==> config.mk <==
export PLATFORM = sky130hd
export DESIGN_NAME = adc_sample_unpacker_flat
export DESIGN_NICKNAME = d
export VERILOG_FILES = /design/src/rtl/adc_sample_unpacker_if.sv /design/src/rtl/adc_sample_unpacker.sv /design/src/flat_wrapper.sv
export SDC_FILE = /design/constraint.sdc
export NUM_CORES = 1
export LEC_CHECK = 0
export ABC_AREA = 1
export CORE_MARGIN = 2
export CORE_UTILIZATION = 40
export CTS_BUF_LIST = sky130_fd_sc_hd__clkbuf_8
export CTS_CLUSTER_DIAMETER = 60
export DETAILED_ROUTE_END_ITERATION = 16
export SKIP_LAST_GASP = 1
export SLEW_MARGIN = 25
export SYNTH_ARGS = -nofsm -noshare
export SYNTH_HDL_FRONTEND = slang
export SYNTH_SLANG_ARGS = --single-unit
==> constraint.sdc <==
create_clock -name i_125clk -period 6.75 [get_ports i_125clk]
set_input_delay 1.35 -clock i_125clk [delete_from_list [all_inputs] [get_ports i_125clk]]
set_output_delay 1.35 -clock i_125clk [all_outputs]
set_load 0.005 [all_outputs]
==> src/rtl/adc_sample_unpacker_if.sv <==
// Packed-word input and unpacked-sample output handshake bundle.
interface adc_sample_unpacker_if #(
  parameter int unsigned SAMPLE_W = 16
);
  logic [63:0]         i_data;
  logic                i_valid;
  logic                o_ready;
  logic [SAMPLE_W-1:0] o_sample;
  logic                o_sample_valid;
  logic                i_sample_ready;
  logic [1:0]          o_lane;

  // Unpacker side
  modport slave (
    input  i_data, i_valid, i_sample_ready,
    output o_ready, o_sample, o_sample_valid, o_lane
  );

  // Producer/consumer side
  modport master (
    output i_data, i_valid, i_sample_ready,
    input  o_ready, o_sample, o_sample_valid, o_lane
  );
endinterface

==> src/rtl/adc_sample_unpacker.sv <==
// Buffers 64-bit ADC words in a small FIFO and streams them out one
// sample per cycle, lane 0 first, with sticky overflow and word counting.
module adc_sample_unpacker #(
  parameter int unsigned FIFO_DEPTH = 4,
  parameter int unsigned SAMPLE_W   = 16
) (
  input  logic                  i_125clk,
  input  logic                  i_rst,
  adc_sample_unpacker_if.slave  bus,
  input  logic                  i_clr_overflow,
  output logic                  o_overflow,
  output logic [15:0]           o_word_count
);

  localparam int unsigned LANES = 4;
  localparam int unsigned PTR_W = $clog2(FIFO_DEPTH);
  localparam int unsigned CNT_W = PTR_W + 1;

  typedef logic [LANES-1:0][SAMPLE_W-1:0] word_t;
  typedef enum logic {ST_IDLE, ST_EMIT} state_t;

  word_t               r_mem [FIFO_DEPTH];
  logic [PTR_W-1:0]    r_wr_ptr;
  logic [PTR_W-1:0]    r_rd_ptr;
  logic [CNT_W-1:0]    r_count;
  logic                r_ready;
  state_t              r_state;
  word_t               r_hold;
  logic [1:0]          r_lane;
  logic [SAMPLE_W-1:0] r_sample;
  logic                r_sample_valid;
  logic                r_overflow;
  logic [15:0]         r_word_count;

  state_t              w_state_nxt;
  logic [1:0]          w_lane_nxt;
  logic [SAMPLE_W-1:0] w_sample_nxt;
  logic [CNT_W-1:0]    w_count_nxt;
  logic                w_push;
  logic                w_drop;
  logic                w_pop;
  logic                w_empty;
  word_t               w_head;

  assign w_push  = bus.i_valid & r_ready;
  assign w_drop  = bus.i_valid & ~r_ready;
  assign w_empty = (r_count == '0);
  assign w_head  = r_mem[r_rd_ptr];

  // FIFO storage; contents are only meaningful below the occupancy count
  always_ff @(posedge i_125clk) begin
    if (w_push) r_mem[r_wr_ptr] <= word_t'(bus.i_data);
  end

  // Occupancy after this edge's push/pop
  always_comb begin
    w_count_nxt = r_count;
    case ({w_push, w_pop})
      2'b10:   w_count_nxt = r_count + CNT_W'(1);
      2'b01:   w_count_nxt = r_count - CNT_W'(1);
      default: w_count_nxt = r_count;
    endcase
  end

  // FIFO pointers, occupancy and registered ready
  always_ff @(posedge i_125clk or negedge i_rst) begin
    if (!i_rst) begin
      r_wr_ptr <= '0;
      r_rd_ptr <= '0;
      r_count  <= '0;
      r_ready  <= 1'b1;
    end else begin
      if (w_push) r_wr_ptr <= r_wr_ptr + PTR_W'(1);
      if (w_pop)  r_rd_ptr <= r_rd_ptr + PTR_W'(1);
      r_count <= w_count_nxt;
      r_ready <= (w_count_nxt < CNT_W'(FIFO_DEPTH));
    end
  end

  // Unpacker state register
  always_ff @(posedge i_125clk or negedge i_rst) begin
    if (!i_rst) r_state <= ST_IDLE;
    else        r_state <= w_state_nxt;
  end

  // Next state, FIFO pop and next lane/sample selection
  always_comb begin
    w_state_nxt  = r_state;
    w_pop        = 1'b0;
    w_lane_nxt   = r_lane;
    w_sample_nxt = r_sample;
    case (r_state)
      ST_IDLE: begin
        if (!w_empty) begin
          w_pop        = 1'b1;
          w_lane_nxt   = 2'd0;
          w_sample_nxt = w_head[0];
          w_state_nxt  = ST_EMIT;
        end
      end
      ST_EMIT: begin
        if (bus.i_sample_ready) begin
          if (r_lane != 2'd3) begin
            w_lane_nxt   = r_lane + 2'd1;
            w_sample_nxt = r_hold[r_lane + 2'd1];
          end else if (!w_empty) begin
            // Chain straight into the next word without a bubble
            w_pop        = 1'b1;
            w_lane_nxt   = 2'd0;
            w_sample_nxt = w_head[0];
          end else begin
            w_state_nxt  = ST_IDLE;
          end
        end
      end
      default: w_state_nxt = ST_IDLE;
    endcase
  end

  // Holding register and registered sample outputs
  always_ff @(posedge i_125clk or negedge i_rst) begin
    if (!i_rst) begin
      r_hold         <= '0;
      r_lane         <= 2'd0;
      r_sample       <= '0;
      r_sample_valid <= 1'b0;
    end else begin
      if (w_pop) r_hold <= w_head;
      r_lane         <= w_lane_nxt;
      r_sample       <= w_sample_nxt;
      r_sample_valid <= (w_state_nxt == ST_EMIT);
    end
  end

  // Sticky overflow (drop beats clear) and accepted-word counter
  always_ff @(posedge i_125clk or negedge i_rst) begin
    if (!i_rst) begin
      r_overflow   <= 1'b0;
      r_word_count <= 16'd0;
    end else begin
      if (w_drop)              r_overflow <= 1'b1;
      else if (i_clr_overflow) r_overflow <= 1'b0;
      if (w_push) r_word_count <= r_word_count + 16'd1;
    end
  end

  assign bus.o_ready        = r_ready;
  assign bus.o_sample       = r_sample;
  assign bus.o_sample_valid = r_sample_valid;
  assign bus.o_lane         = r_lane;
  assign o_overflow         = r_overflow;
  assign o_word_count       = r_word_count;

endmodule

==> src/flat_wrapper.sv <==
// flat-port wrapper written by rule: the top's interface ports become plain ports
module adc_sample_unpacker_flat 
#(
  parameter int unsigned FIFO_DEPTH = 4,
  parameter int unsigned SAMPLE_W   = 16
)
  (i_125clk, i_rst, i_clr_overflow, o_overflow, o_word_count, bus_i_data, bus_i_valid, bus_i_sample_ready, bus_o_ready, bus_o_sample, bus_o_sample_valid, bus_o_lane);
  adc_sample_unpacker_if #(.SAMPLE_W(SAMPLE_W)) bus_i ();
  input  logic i_125clk;
  input  logic i_rst;
  input  logic i_clr_overflow;
  output logic o_overflow;
  output logic [15:0] o_word_count;
  input wire logic [$bits(bus_i.i_data)-1:0] bus_i_data;
  input wire logic [$bits(bus_i.i_valid)-1:0] bus_i_valid;
  input wire logic [$bits(bus_i.i_sample_ready)-1:0] bus_i_sample_ready;
  output wire logic [$bits(bus_i.o_ready)-1:0] bus_o_ready;
  output wire logic [$bits(bus_i.o_sample)-1:0] bus_o_sample;
  output wire logic [$bits(bus_i.o_sample_valid)-1:0] bus_o_sample_valid;
  output wire logic [$bits(bus_i.o_lane)-1:0] bus_o_lane;
  assign bus_i.i_data = bus_i_data;
  assign bus_i.i_valid = bus_i_valid;
  assign bus_i.i_sample_ready = bus_i_sample_ready;
  assign bus_o_ready = bus_i.o_ready;
  assign bus_o_sample = bus_i.o_sample;
  assign bus_o_sample_valid = bus_i.o_sample_valid;
  assign bus_o_lane = bus_i.o_lane;
  adc_sample_unpacker #(.FIFO_DEPTH(FIFO_DEPTH), .SAMPLE_W(SAMPLE_W)) u_core (.i_125clk(i_125clk), .i_rst(i_rst), .bus(bus_i), .i_clr_overflow(i_clr_overflow), .o_overflow(o_overflow), .o_word_count(o_word_count));
endmodule
* Word-level counts from Yosys, hierarchy flattened
Memory sizes are Yosys's and may differ from the RTL's.
Index checks and enable logic that the tools add are counted.
** Operators by class
- Multiplexer cells :: 22
- $lt $le $gt $ge :: 2
- Add/sub/neg operators :: 6
- Div/mod/pow operators :: 0
- Shift-type cells :: 0
- $mul :: 0
- Reduce and logical (&&, ||, !) cells :: 2
- Eq/ne operators :: 4
- Bitwise gates (word level) :: 4
** Operator list (count)
- two-way mux 16 bit :: 4
- binary-select mux 16 bit (select 2 bit) :: 1
- case mux 16 bit (2 select lines) :: 1
- adder 16 x 1 -> 16 bit (second input constant) :: 1
- two-way mux 1 bit :: 9
- adder 2 x 1 -> 2 bit (second input constant) :: 3
- two-way mux 2 bit :: 3
- case mux 3 bit (2 select lines) :: 1
- != test 2 bit (second input constant) :: 2
- case mux 1 bit (2 select lines) :: 2
- case mux 2 bit (2 select lines) :: 1
- adder 3 x 1 -> 3 bit (second input constant) :: 1
- zero test 3 bit :: 1
- less-than comparator 2 x 3 -> 1 bit (second input constant) :: 1
- less-than comparator 3 bit (second input constant) :: 1
- subtractor 3 x 1 -> 3 bit (second input constant) :: 1
- bitwise AND 1 bit :: 2
- equality test 2 x 1 -> 1 bit (second input constant) :: 1
- equality test 2 bit (second input constant) :: 1
- inverter 1 bit :: 2
- nonzero test 2 bit :: 1
** Storage, ports and cells
- Input port bits :: 69
- Bits in latches :: 0
- Memory bits (writable) :: 256
- Output and inout bits :: 37
- Word-level logic and storage cells :: 54
- Memories kept :: 1
- ROM bits :: 0
- Bits in registers :: 108
** Memories
- u_core.r_mem :: depth 4, width 64, read ports 1, clocked after memory_dff 0, wr ports 1, line adc_sample_unpacker.sv:22 : word_t r_mem [FIFO_DEPTH];

* Depth between registers and ports, before layout
- Depth in word-level cells :: 8
- Mapped depth :: 13

* Least setup slack after synthesis
OpenSTA, ideal clock, no wires.
- Kind :: input-to-reg
- Start point :: input bus_i_valid
- End point :: memory u_core.r_mem[0][0] in the netlist's numbering, enable pin
- Data required time :: 6264 ps
- Setup slack :: 1998 ps
- Cell stages on the path :: 3
- Library setup time :: 486 ps
- Arrival time :: 4266 ps
- Cell sequence :: nand2_1 buf_2 nor2_1
** Between the ends
- Word-level cells in the longest chain between the ends :: 3
** RTL lines
- start: declaration :: line flat_wrapper.sv:15 : input wire logic [$bits(bus_i.i_valid)-1:0] bus_i_valid;
- bitwise AND 1 bit :: line adc_sample_unpacker.sv:45 : assign w_push = bus.i_valid & r_ready;
- two-way mux 1 bit :: line adc_sample_unpacker.sv:52 : if (w_push) r_mem[r_wr_ptr] <= word_t'(bus.i_data);
- two-way mux 1 bit (implied by the code) :: line adc_sample_unpacker.sv:52
- end: declaration :: line adc_sample_unpacker.sv:22
No other way between the ends.

* Worst setup path in the final report
- Start point :: input bus_i_valid
- End point :: memory u_core.r_mem[0][20] in the netlist's numbering, enable pin
Same word-level chain as after synthesis.

==> results.py <==
metrics = {
    "outcome": {
        "status": "completed",
    },
    "global_routing": {
        "grt_pass1_vias": 9449,
        "grt_pass1_wl_um": 52600,
        "overflow": 0,
        "antenna_found_initial": 0,
        "grtUsageTotal": 0.176,
        "grt_max_degree": 85,
    },
    "power_and_ir_drop": {
        "power_density_nw_per_um2": 421,
        "max-vdd-ir-drop_v": 0.000197,
        "p_leak_nw": 6.84,
        "power_mw": 7.31,
    },
    "floorplanning": {
        "die_h_um": 196,
        "start_util": 0.404,
        "die_x_um": 196,
        "rows": 70,
        "coreArea_sq_um": 36300,
        "die_area_sq_um": 38200,
        "ios": 106,
    },
    "logic_synthesis": {
        "ys_seq_area_frac": 0.708,
        "synthDistinctLibCells": 34,
        "syn_nets": 1394,
        "synth_edf_count": 256,
        "async_flop_share": 0.297,
        "syn_inst": 1317,
        "yosys_warnings": 0,
        "synth.avg_cell_area_sq_um": 11.1,
        "synth_seq_cells": 364,
        "synth_flop_cell": "edfxtp_1",
        "synth_area_sq_um": 14700,
    },
    "sta": {
        "finalCritPeriodShare": 0.521,
        "max_slew_margin": 0.378,
        "fmax_mhz": 284,
        "rsz0062_at_grt": "no",
        "clock_skew_ps": 19.0,
        "tightest_slew_ps": 933,
        "min_period_ps": 3520,
        "setup_viol": 0,
        "hold_viol_final": 0,
        "tns_ps": 0,
        "finalMaxSlewViolations": 0,
    },
    "routing": {
        "firstDrtPassIters": 6,
        "wl_per_cell_um": 17.1,
        "viasPerCell": 4.96,
        "antenna_left": 0,
        "routed_wl_um": 33300,
        "first_iter_violations": 567,
        "vias": 9677,
        "drc": 0,
    },
    "worst_setup_path": {
        "crit_path_max_incr_delay_ps": 820,
        "cp_cell_sequence": "clkdlybuf4s50_1, nand2_1, nor2_4, buf_4",
        "arrival_ps": 3760,
        "required_ps": 6990,
        "timing.rr.end": "u_core.r_mem[0][20]$_DFFE_PP_",
        "r2r_slack_ps": 3940,
        "r2r-start": "u_core.bus.o_ready$_DFF_PN1_",
        "cp_max_fo": 40,
        "cp-start-kind": "primary input",
        "critPathLaunch": "bus_i_valid",
        "crit_type": "in -> reg",
        "slowest_stage": "nor2_4",
        "ff2ff_path_depth": 3,
        "cp-end-kind": "flop",
    },
    "clock_network": {
        "path_clk_slew_ps": 60,
        "cts_resized": 0,
        "htree_levels": 2,
        "cts_buffers": 60,
        "tritoncts": "done",
        "post-cts-setup-buffers": 0,
        "clock_sinks": 364,
        "root_buffer": "clkbuf_8",
        "cts_hold_buf": 0,
        "insertion_delay_ps": 610,
        "clock_path_buffers": 3,
    },
    "final_layout": {
        "antennaDiodeCount": 0,
        "final_cell_mix": "nand2_1, edfxtp_1, nor2_1",
        "post-route-util": 0.478,
        "final_nets": 1509,
        "syn_to_final_growth_pct": 18.3,
        "mostFrequentLayoutCell": "nand2_1",
        "layout-drive-gt1-share": 0.0809,
    },
    "flow_run": {
        "maxCapViolations": 0,
    },
    "placed_design": {
        "hpwlAfterDp_um": 19200,
        "io_buffer_count": 105,
        "gp_congestion": 0.809,
    },
    "min_path": {
        "holdPathStages": 2,
        "hp-start": "u_core.r_hold[48]$_DFFE_PN0P_",
        "hold_class": "reg -> reg",
        "worstHoldEndpoint": "u_core.r_hold[48]$_DFFE_PN0P_",
    },
}
## sequential cells by signal, indices dropped and copies added, names as in the netlist, named ones only
name / count
u_core.r_rd_ptr: 2
u_core.o_overflow: 1
u_core.bus.o_ready: 1
u_core.r_hold: 64
u_core.r_wr_ptr: 2
u_core.r_mem: 256
u_core.bus.o_lane: 2
u_core.r_count: 2
u_core.bus.o_sample: 16
u_core.o_word_count: 16
u_core.r_state: 1
## per-stage QoR
| stage | setup WS [ps] | instances | area [sq um] | hold slack, ps |
|---|---|---|---|---|
| 2_1_floorplan | 2000 | 1317 | 14700 | 444 |
| 3_3_place_gp | 2570 | 1836 | 16000 | 461 |
| 3_5_place_dp | 2550 | 1836 | 16000 | 467 |
| 4_1_cts | 3210 | 1949 | 17300 | 483 |
| 5_1_grt | 3080 | 1951 | 17400 | 498 |
| 6_report | 3230 | 1951 | 17400 | 479 |
## worst max-delay path: cells and delay by family
family | cells | cell delay [ps]
buffers and inverters | 2 | 1160
AND/OR/NAND/NOR | 2 | 1220
## Yosys cell counts (2+ instances only)
| cell | instances | share of area |
|---|---|---|
| o21a_1 | 4 | 0.0020 |
| o211ai_1 | 5 | 0.0026 |
| nand4_1 | 3 | 0.0013 |
| buf_6 | 9 | 0.0069 |
| xnor2_1 | 6 | 0.0036 |
| edfxtp_1 | 256 | 0.52 |
| a21oi_1 | 6 | 0.0020 |
| o21ai_1 | 12 | 0.0041 |
| ha_1 | 7 | 0.0060 |
| nor2_1 | 235 | 0.060 |
| nand3_1 | 46 | 0.016 |
| clkbuf_1 | 14 | 0.0036 |
| buf_4 | 10 | 0.0051 |
| nand2_2 | 2 | 0.00085 |
| nand2_1 | 317 | 0.081 |
| buf_2 | 29 | 0.0099 |
| o21ai_0 | 129 | 0.044 |
| o22ai_1 | 34 | 0.014 |
| inv_2 | 4 | 0.0010 |
| xor2_1 | 8 | 0.0048 |
| dfrtp_1 | 107 | 0.18 |
| buf_1 | 4 | 0.0010 |
| inv_1 | 59 | 0.015 |
## metal layers
layer | part of all wire | global-route usage | up-vias | wire length [um]
li1 | - | - | 4673 | -
met1 | 0.45 | 0.236 | 4714 | 14900
met2 | 0.48 | 0.292 | 238 | 15900
met3 | 0.056 | 0.0321 | 52 | 1850
met4 | 0.019 | 0.0532 | 0 | 634
met5 | 0 | 0 | - | 0
## report_power, final
group	internal [mW]	switching [mW]	leakage, nW	total, mW
sequential	2.88	0.282	3.62	3.16
clock	1.11	0.864	0.707	1.98
combinational	0.754	1.42	2.52	2.18
## cells by family (layout without fill, tap and decap cells)
family                   count (synthesis)  in the layout  synth area share
AO/OA/AOI/OAI                          191            191            0.0698
XOR/XNOR                                14             14           0.00836
adder cells (fa/ha/maj)                  8              8           0.00733
buffers and inverters                  130            296            0.0430
flip-flops                             364            364             0.708
multiplexers                             1              1          0.000767
AND/OR/NAND/NOR                        609            609             0.162
## worst max-delay path by stage
stage | end | cells after the start
CTS | u_core.r_mem[0][13]$_DFFE_PP_ | 4
detailed placement | u_core.r_mem[0][29]$_DFFE_PP_ | 4
global placement | u_core.r_mem[0][30]$_DFFE_PP_ | 4
finish | u_core.r_mem[0][20]$_DFFE_PP_ | 4
floorplan | u_core.r_mem[0][0]$_DFFE_PP_ | 3
global route | u_core.r_mem[0][13]$_DFFE_PP_ | 4
## area by class of cell
class | instances | area [sq um]
multi-input combinational | 823 | 3690
fill | 3287 | 19000
tap | 468 | 586
clock inverter | 45 | 323
clock buffer | 68 | 936
inverter | 63 | 238
timing repair buffer | 120 | 1200
sequential | 364 | 10400
(Power assumes the default switching activity.)
